$ cat config.mk
export PLATFORM = sky130hd
export DESIGN_NAME = merge_nu
export DESIGN_NICKNAME = d
export VERILOG_FILES = /design/src/rtl/merge_nu_pkg.sv /design/src/rtl/lane_fifo.sv /design/src/rtl/merge_nu.sv
export SDC_FILE = /design/constraint.sdc
export NUM_CORES = 1
export LEC_CHECK = 0
export BUFFER_PORTS_ARGS = -buffer_cell sky130_fd_sc_hd__buf_2
export CORE_MARGIN = 2
export CORE_UTILIZATION = 55
export CTS_CLUSTER_SIZE = 8
export DETAILED_ROUTE_END_ITERATION = 6
export PLACE_DENSITY = 0.75
export SLEW_MARGIN = 20
export SYNTH_ARGS = -nofsm -noshare
export SYNTH_HDL_FRONTEND = slang
export SYNTH_SLANG_ARGS = --single-unit
$ cat constraint.sdc
create_clock -name clk -period 2.89 [get_ports clk]
set_input_delay 0.1445 -clock clk [delete_from_list [all_inputs] [get_ports clk]]
set_output_delay 0.1445 -clock clk [all_outputs]
set_load 0.01 [all_outputs]
$ cat src/rtl/merge_nu_pkg.sv
// Shared types for the two-lane merge stage.
package merge_nu_pkg;

   typedef enum logic {
      LANE0 = 1'b0,
      LANE1 = 1'b1
   } lane_e;

   localparam int DEFAULT_DEPTH = 4;

endpackage

$ cat src/rtl/lane_fifo.sv
// Per-lane FIFO; occupancy held in a count register.
module lane_fifo
   import merge_nu_pkg::*;
#(
   parameter int WIDTH = 32,
   parameter int DEPTH = DEFAULT_DEPTH
) (
   input  logic             clk,
   input  logic             rst_n,
   input  logic             push,
   input  logic [WIDTH-1:0] push_data,
   input  logic             pop,
   output logic [WIDTH-1:0] pop_data,
   output logic             empty,
   output logic             full
);

   localparam int AW = $clog2(DEPTH);

   logic [WIDTH-1:0] mem [DEPTH];
   logic [AW-1:0]    wr_ptr;
   logic [AW-1:0]    rd_ptr;
   logic [AW:0]      count;
   logic             do_push;
   logic             do_pop;

   assign empty    = (count == '0);
   assign full     = (count == (AW+1)'(DEPTH));
   assign do_push  = push && !full;
   assign do_pop   = pop && !empty;
   assign pop_data = mem[rd_ptr];

   always_ff @(posedge clk) begin
      if (do_push) mem[wr_ptr] <= push_data;
   end

   // Pointers wrap naturally since DEPTH is a power of two.
   always_ff @(posedge clk or negedge rst_n) begin
      if (!rst_n) begin
         wr_ptr <= '0;
         rd_ptr <= '0;
         count  <= '0;
      end else begin
         if (do_push) wr_ptr <= wr_ptr + 1'b1;
         if (do_pop)  rd_ptr <= rd_ptr + 1'b1;
         unique case ({do_push, do_pop})
            2'b10:   count <= count + 1'b1;
            2'b01:   count <= count - 1'b1;
            default: count <= count;
         endcase
      end
   end

endmodule

$ cat src/rtl/merge_nu.sv
// Two-lane merge: per-lane FIFOs, round-robin arbiter,
// registered output with source tag and beat counter.
module merge_nu
   import merge_nu_pkg::*;
#(
   parameter int WIDTH = 32,
   parameter int DEPTH = DEFAULT_DEPTH,
   parameter int CNT_W = 16
) (
   input  logic             clk,
   input  logic             rst_n,
   input  logic             in0_valid,
   output logic             in0_ready,
   input  logic [WIDTH-1:0] in0_data,
   input  logic             in1_valid,
   output logic             in1_ready,
   input  logic [WIDTH-1:0] in1_data,
   output logic             out_valid,
   input  logic             out_ready,
   output logic [WIDTH-1:0] out_data,
   output logic             out_lane,
   output logic [CNT_W-1:0] out_count
);

   logic [WIDTH-1:0] head0;
   logic [WIDTH-1:0] head1;
   logic             empty0;
   logic             empty1;
   logic             full0;
   logic             full1;
   logic             grant0;
   logic             grant1;
   logic             free;
   lane_e            prio;

   assign in0_ready = !full0;
   assign in1_ready = !full1;
   assign free      = !out_valid || out_ready;

   lane_fifo #(.WIDTH(WIDTH), .DEPTH(DEPTH)) u_fifo0 (
      .clk       (clk),
      .rst_n     (rst_n),
      .push      (in0_valid),
      .push_data (in0_data),
      .pop       (grant0),
      .pop_data  (head0),
      .empty     (empty0),
      .full      (full0)
   );

   lane_fifo #(.WIDTH(WIDTH), .DEPTH(DEPTH)) u_fifo1 (
      .clk       (clk),
      .rst_n     (rst_n),
      .push      (in1_valid),
      .push_data (in1_data),
      .pop       (grant1),
      .pop_data  (head1),
      .empty     (empty1),
      .full      (full1)
   );

   always_comb begin
      grant0 = 1'b0;
      grant1 = 1'b0;
      if (free) begin
         unique case (1'b1)
            !empty0 && (empty1 || prio == LANE0): grant0 = 1'b1;
            !empty1 && (empty0 || prio == LANE1): grant1 = 1'b1;
            default: ;
         endcase
      end
   end

   always_ff @(posedge clk or negedge rst_n) begin
      if (!rst_n) begin
         out_valid <= 1'b0;
         out_data  <= '0;
         out_lane  <= LANE0;
         out_count <= '0;
         prio      <= LANE0;
      end else begin
         if (out_valid && out_ready) out_count <= out_count + 1'b1;
         if (grant0 || grant1) begin
            out_valid <= 1'b1;
            out_data  <= grant1 ? head1 : head0;
            out_lane  <= grant1 ? LANE1 : LANE0;
            prio      <= grant1 ? LANE0 : LANE1;
         end else if (out_ready) begin
            out_valid <= 1'b0;
         end
      end
   end

endmodule
; Yosys cells after proc, flatten, opt, wreduce, memory -nomap -nowiden
; Memory sizes are Yosys's and may differ from the RTL's.
; Cells that the tools add are included.
[totals]
regBits = 65
latch_bits = 0
mem_bits_rw = 256
rom_bits = 0
word_cells = 65
memories = 2
[mem_list]
columns = name, depth, word_bits, read_ports, rd_ports_with_merged_regs, write_ports, line
row1 = u_fifo0.mem, 4, 32, 1, 0, 1, lane_fifo.sv:20  ; logic [WIDTH-1:0] mem [DEPTH];
row2 = u_fifo1.mem, 4, 32, 1, 0, 1, lane_fifo.sv:20
[op_classes]
n_addsub = 9
n_mul = 0
div = 0
n_lt_le_gt_ge = 0
eq_ne = 6
shifts = 0
muxes = 15
bitwise = 1
reduce_logical = 21
[ops]
columns = op, count
row1 = 2-to-1 mux 32 bit, 1
row2 = adder 16 x 1 -> 16 bit (second input constant), 1
row3 = 2-to-1 mux 1 bit, 12
row4 = case mux 3 bit (2 select lines), 2
row5 = adder 2 x 1 -> 2 bit (second input constant), 4
row6 = logical AND 1 bit, 7
row7 = adder 3 x 1 -> 3 bit (second input constant), 2
row8 = equality test 3 bit (second input constant), 2
row9 = zero test 3 bit, 2
row10 = nonzero test 2 bit, 3
row11 = subtractor 3 x 1 -> 3 bit (second input constant), 2
row12 = zero test 1 bit, 5
row13 = equality test 2 x 1 -> 1 bit (second input constant), 2
row14 = equality test 2 bit (second input constant), 2
row15 = logical OR 1 bit, 4
row16 = NOT 1 bit, 1

; Logic depth before layout (Yosys ltp)
[depth]
word_depth = 8
mapped_depth = 11
ltp_nobuf = 10

; Modules after synthesis
; A second synthesis with hierarchy kept.
[hier_totals]
hier_cells = 598
hier_area_um2 = 12363.1
[modules_own_cells]
columns = module, n_inst, cells_per_inst, area_per_inst_um2
row1 = lane_fifo, 2, 205, 5091.1
row2 = merge_nu, 1, 188, 2180.8

; Least setup slack after synthesis
; Ideal clock, no wire load.
[synth_timing]
path_type = register to register
from = register u_fifo1.count[0]
to = register u_fifo0.count[2]
setup_ps = 79
t_arrival_ps = 2335
required_time_ps = 2811
slack_ps = 475
stages_incl_launch_ff = 12
path_buffers = 2
period_less_slack_ps = 2415
path_cell_list = dfrtp_1 > or3_1 > a211o_1 > buf_6 > buf_6 > inv_2 > ha_1 > inv_1 > fa_1 > xor2_1 > nor2_1 > xor2_1
[synth_between]
elab_chain_len = 8
word_cells_on_any_way = 10
classes_between = 2 x eq/ne / 3 x mux / 5 x reduce/logical
[synth_lines]
columns = element, line
row1 = "start, declared", lane_fifo.sv:23  ; logic [AW:0] count;
row2 = "start signal, assigned", lane_fifo.sv:47  ; 2'b10: count <= count + 1'b1;
row3 = "start signal, assigned", lane_fifo.sv:48  ; 2'b01: count <= count - 1'b1;
row4 = "start signal, assigned", lane_fifo.sv:49  ; default: count <= count;
row5 = zero test 3 bit *, lane_fifo.sv:27  ; assign empty = (count == '0);
row6 = logical OR 1 bit *, merge_nu.sv:67  ; !empty0 && (empty1 || prio == LANE0): grant0 = 1'b1;
row7 = logical AND 1 bit *, merge_nu.sv:67
row8 = 2-to-1 mux 1 bit *, merge_nu.sv:66  ; unique case (1'b1)
row9 = 2-to-1 mux 1 bit *, merge_nu.sv:65  ; if (free) begin
row10 = logical AND 1 bit *, lane_fifo.sv:30  ; assign do_pop = pop && !empty;
row11 = named net u_fifo0.do_pop, lane_fifo.sv:25  ; logic do_pop;
row12 = equality test 2 x 1 -> 1 bit / equality test 2 bit (equally long branches), lane_fifo.sv:46  ; unique case ({do_push, do_pop})
row13 = case mux 3 bit (2 select lines) / nonzero test 2 bit (equally long branches), -
row14 = "end signal, assigned", lane_fifo.sv:47
row15 = "end signal, assigned", lane_fifo.sv:48
row16 = "end signal, assigned", lane_fifo.sv:49
row17 = "end, declared", lane_fifo.sv:23
; Mark *: on every way through the listed nets, which the timed path passes. The rest lies on a longest branch.
; A chain may end at the register's enable or synchronous reset.

; Worst setup path after layout
[layout_timing]
from = register u_fifo1.count[0]
to = register out_data[27]
[layout_between]
elab_chain_len = 6
word_cells_on_any_way = 11
classes_between = 5 x mux / 6 x reduce/logical
[layout_lines]
columns = element, line
row1 = zero test 3 bit *, lane_fifo.sv:27
row2 = zero test 1 bit / logical OR 1 bit (equally long branches), "merge_nu.sv:68, merge_nu.sv:67"
row3 = "logical AND 1 bit, on equally long branches", "merge_nu.sv:68, merge_nu.sv:67"
row4 = 2-to-1 mux 1 bit, merge_nu.sv:66
row5 = 2-to-1 mux 1 bit, merge_nu.sv:65
row6 = 2-to-1 mux 32 bit / logical OR 1 bit (equally long branches), "merge_nu.sv:85, merge_nu.sv:83"
row7 = "end signal, assigned", merge_nu.sv:85  ; out_data <= grant1 ? head1 : head0;
row8 = "end, declared", merge_nu.sv:20  ; output logic [WIDTH-1:0] out_data,
; Every way passes the cells marked *; elsewhere a longest branch is shown, timed or not.

==> flow_summary.toml <==
[yosys]
syn_nets = 675
yosysUniqueCellTypes = 34
ys_seq_area_share_pct = 76.0
yosys.area.top_type = "edfxtp_1"
syn_inst = 593
synth_area_um2 = 12300
synth-edff-count = 256
synthTopCellsByArea = "edfxtp_1 63%, dfrtp_1 13%, mux4_2 12%"
synthFlopType = "edfxtp_1"
synth_top_area_share_pct = 62.7
ys_ff_latch = 321
yosys_warnings = 0
async_flop_share_pct = 20.2
syn_avg_cell_area_um2 = 20.7

[clock_tree]
cts_root_buffer = "clkbuf_16"
path_clk_slew_ps = 50
worstSkewPairLatency_ps = 530
clk_path_buf_depth = 3
post_cts_resized = 0
numCtsBuffers = 46
clock_sinks = 321
h-tree-depth = 2
cts_tree = "yes"

[floorplan]
rows = 54
ioPinCount = 121
die_x_um = 153
initial_utilization_pct = 56.1
dieHeight_um = 153
dieArea_um2 = 23500
design.core.area_um2 = 21800

[pwr]
leakage_nw = 5.53
irDropWorstVdd_uv = 549
powerDensity_nw_per_um2 = 1070
power_w = 0.0162

[setup_path]
worstReg2RegStart = "u_fifo1.count[0]"
worstPathArrival_ps = 2940
path_class = "register to register"
worstPathMaxFanout = 35
critPathLaunchType = "register"
critPathCaptureType = "register"
required_ps = 3350
startpoint = "u_fifo1.count[0]"

[global_routing]
antenna_found_initial = 0
busiest_layer = "met2"
grt_use_met3_pct = 4.22
grt_pass1_wl_mm = 40.5
met2_usage_pct = 39.2
grt_overflow_total = 0
met1_usage_pct = 29.5
grt_use_total_pct = 22.6
grt_max_degree = 66
first_global_vias = 7227

[sta]
tightest_slew_ps = 992
slew-limit-headroom_pct = 33.8
grt_setup_unrepaired = "false"
setup_viol = 0
fin_hold_ws_ps = 37.4
finalHoldViolCount = 0
period_minus_slack_ps = 2480
final_max_slew_viol_count = 0
fin_crit_sh_pct = 86.0
finalSetupTns_ps = 0
finClkSkew_ps = 15.2
max_freq_mhz = 403

[detailed_routing]
drtIter0Drc = 406
wirelength_mm = 25.8
route.vias.total = 6491
wl_per_cell_um = 22.8
dr.pass1.iters = 5
drc_errors = 0
viasPerCell = 5.73
ant_nets = 0

[layout]
nNetsFinal = 898
antenna_cells = 0
final_core_util_pct = 69.7
drive_gt1_share_pct = 31.5
syn_to_final_growth_pct = 24.1

[place]
gp_congestion = 0.742
dp_hpwl_mm = 15.1
io_buffers = 120

[min_path]
hold_class = "input port to register"
min-delay-start = "in0_valid"

[job]
max_cap_violations = 0

[outcome]
status = "completed"
==> state kept, by name, summed over array words and instances, names as in the netlist <==
register and cells:
u_fifo0.mem 128, u_fifo1.mem 128, out_data 32, out_count 16
u_fifo0.count 3, u_fifo1.count 3, u_fifo0.rd_ptr 2, u_fifo0.wr_ptr 2
u_fifo1.rd_ptr 2, u_fifo1.wr_ptr 2, out_lane 1, out_valid 1
prio 1
==> per-layer routing <==
layer,up-vias,routed length (um),part of all wire (%)
li1,2839,-,-
met5,-,0,0
met3,43,1350,5.2
met2,227,13500,52
met4,0,468,1.8
met1,3382,10500,41
==> layout by cell type, fill, tap and decap left out, types with 3 or more instances in the layout <==
master | Yosys | layout
edfxtp_1 | 256 | 256
nand2_1 | 8 | 8
xnor2_1 | 16 | 16
nor2_1 | 7 | 7
mux2_2 | 3 | 3
buf_2 | 9 | 119
and2_1 | 3 | 3
o21a_1 | 32 | 32
inv_1 | 18 | 18
mux4_2 | 64 | 64
nand4_1 | 4 | 4
nor3_1 | 6 | 6
dfrtp_2 | 0 | 4
nand3_1 | 5 | 5
and3_2 | 0 | 8
clkbuf_1 | 11 | 34
xor2_1 | 11 | 11
clkbuf_16 | 0 | 46
ha_1 | 11 | 11
o22a_1 | 32 | 32
dlygate4sd3_1 | 0 | 66
dfrtp_1 | 65 | 61
or3_1 | 3 | 3
buf_4 | 3 | 14
==> stage by stage <==
stage	area, um2	setup WS [ps]	std cells
finish	15200	406	1132
detailed placement	13200	458	982
global route	15200	297	1132
floorplan	12300	475	593
global placement	13200	564	982
CTS	15200	439	1132
==> path summary, 6_finish.rpt <==
kind | to | slack, ps | depth (start not counted)
min | u_fifo0.wr_ptr[0] | 40 | 3
min in group asynchronous | out_data[31] | 290 | 2
max reg2reg | out_data[27] | 410 | 6
min reg2reg | out_count[15] | 460 | 1
max | out_data[27] | 410 | 6
max in group asynchronous | u_fifo0.rd_ptr[1] | 1960 | 2
==> cells in the mapped netlist (2+ instances only) <==
cell type	instances
nor2_1	7
buf_6	3
xor2_1	11
nor3_1	6
clkbuf_1	11
nand3_1	5
mux4_2	64
and3_1	9
ha_1	11
or3_1	3
o21a_1	32
edfxtp_1	256
mux2_2	3
o22a_1	32
fa_1	2
nand4_1	4
and2_1	3
inv_1	18
mux2i_1	2
nand2_1	8
buf_2	9
dfrtp_1	65
xnor2_1	16
buf_4	3
==> final cells by class <==
| type | count | area [um2] |
|---|---|---|
| sequential | 321 | 9320 |
| fill | 1370 | 6620 |
| multi-input combinational | 227 | 2750 |
| timing repair buffer | 201 | 1400 |
| clock buffer | 80 | 1280 |
| tap | 280 | 350 |
| inverter | 19 | 71.3 |
| clock inverter | 4 | 42.5 |
==> cell families after synthesis <==
family | Yosys count | synth area share (%)
buffers and inverters | 45 | 1.75
muxes | 69 | 12.2
and+or+nand+nor | 50 | 2.13
DFF | 321 | 76.0
AOI/OAI and AO/OA | 68 | 4.52
xor gates and xnor gates | 27 | 1.93
adders and majority gates | 13 | 1.45
==> power by group <==
| group | switching (W) | internal (W) |
|---|---|---|
| combinational | 0.00227 | 0.00216 |
| sequential | 0.000681 | 0.00625 |
| clock | 0.00186 | 0.00298 |
| total | 0.00481 | 0.0114 |
==> critical path, stage by stage, from the launching register on <==
cell and delay, ps:
dfrtp_1 410, or3_1 430, a211o_2 380, buf_4 290, nand2_2 500, buf_4 260, o21a_1 130
==> what timing repair did <==
item	4_1_cts	5_1_grt
hold buffers	66	0
setup buffers	0	0
endpoints found under the hold margin	322	0
Power figures use the tool's default switching activity.
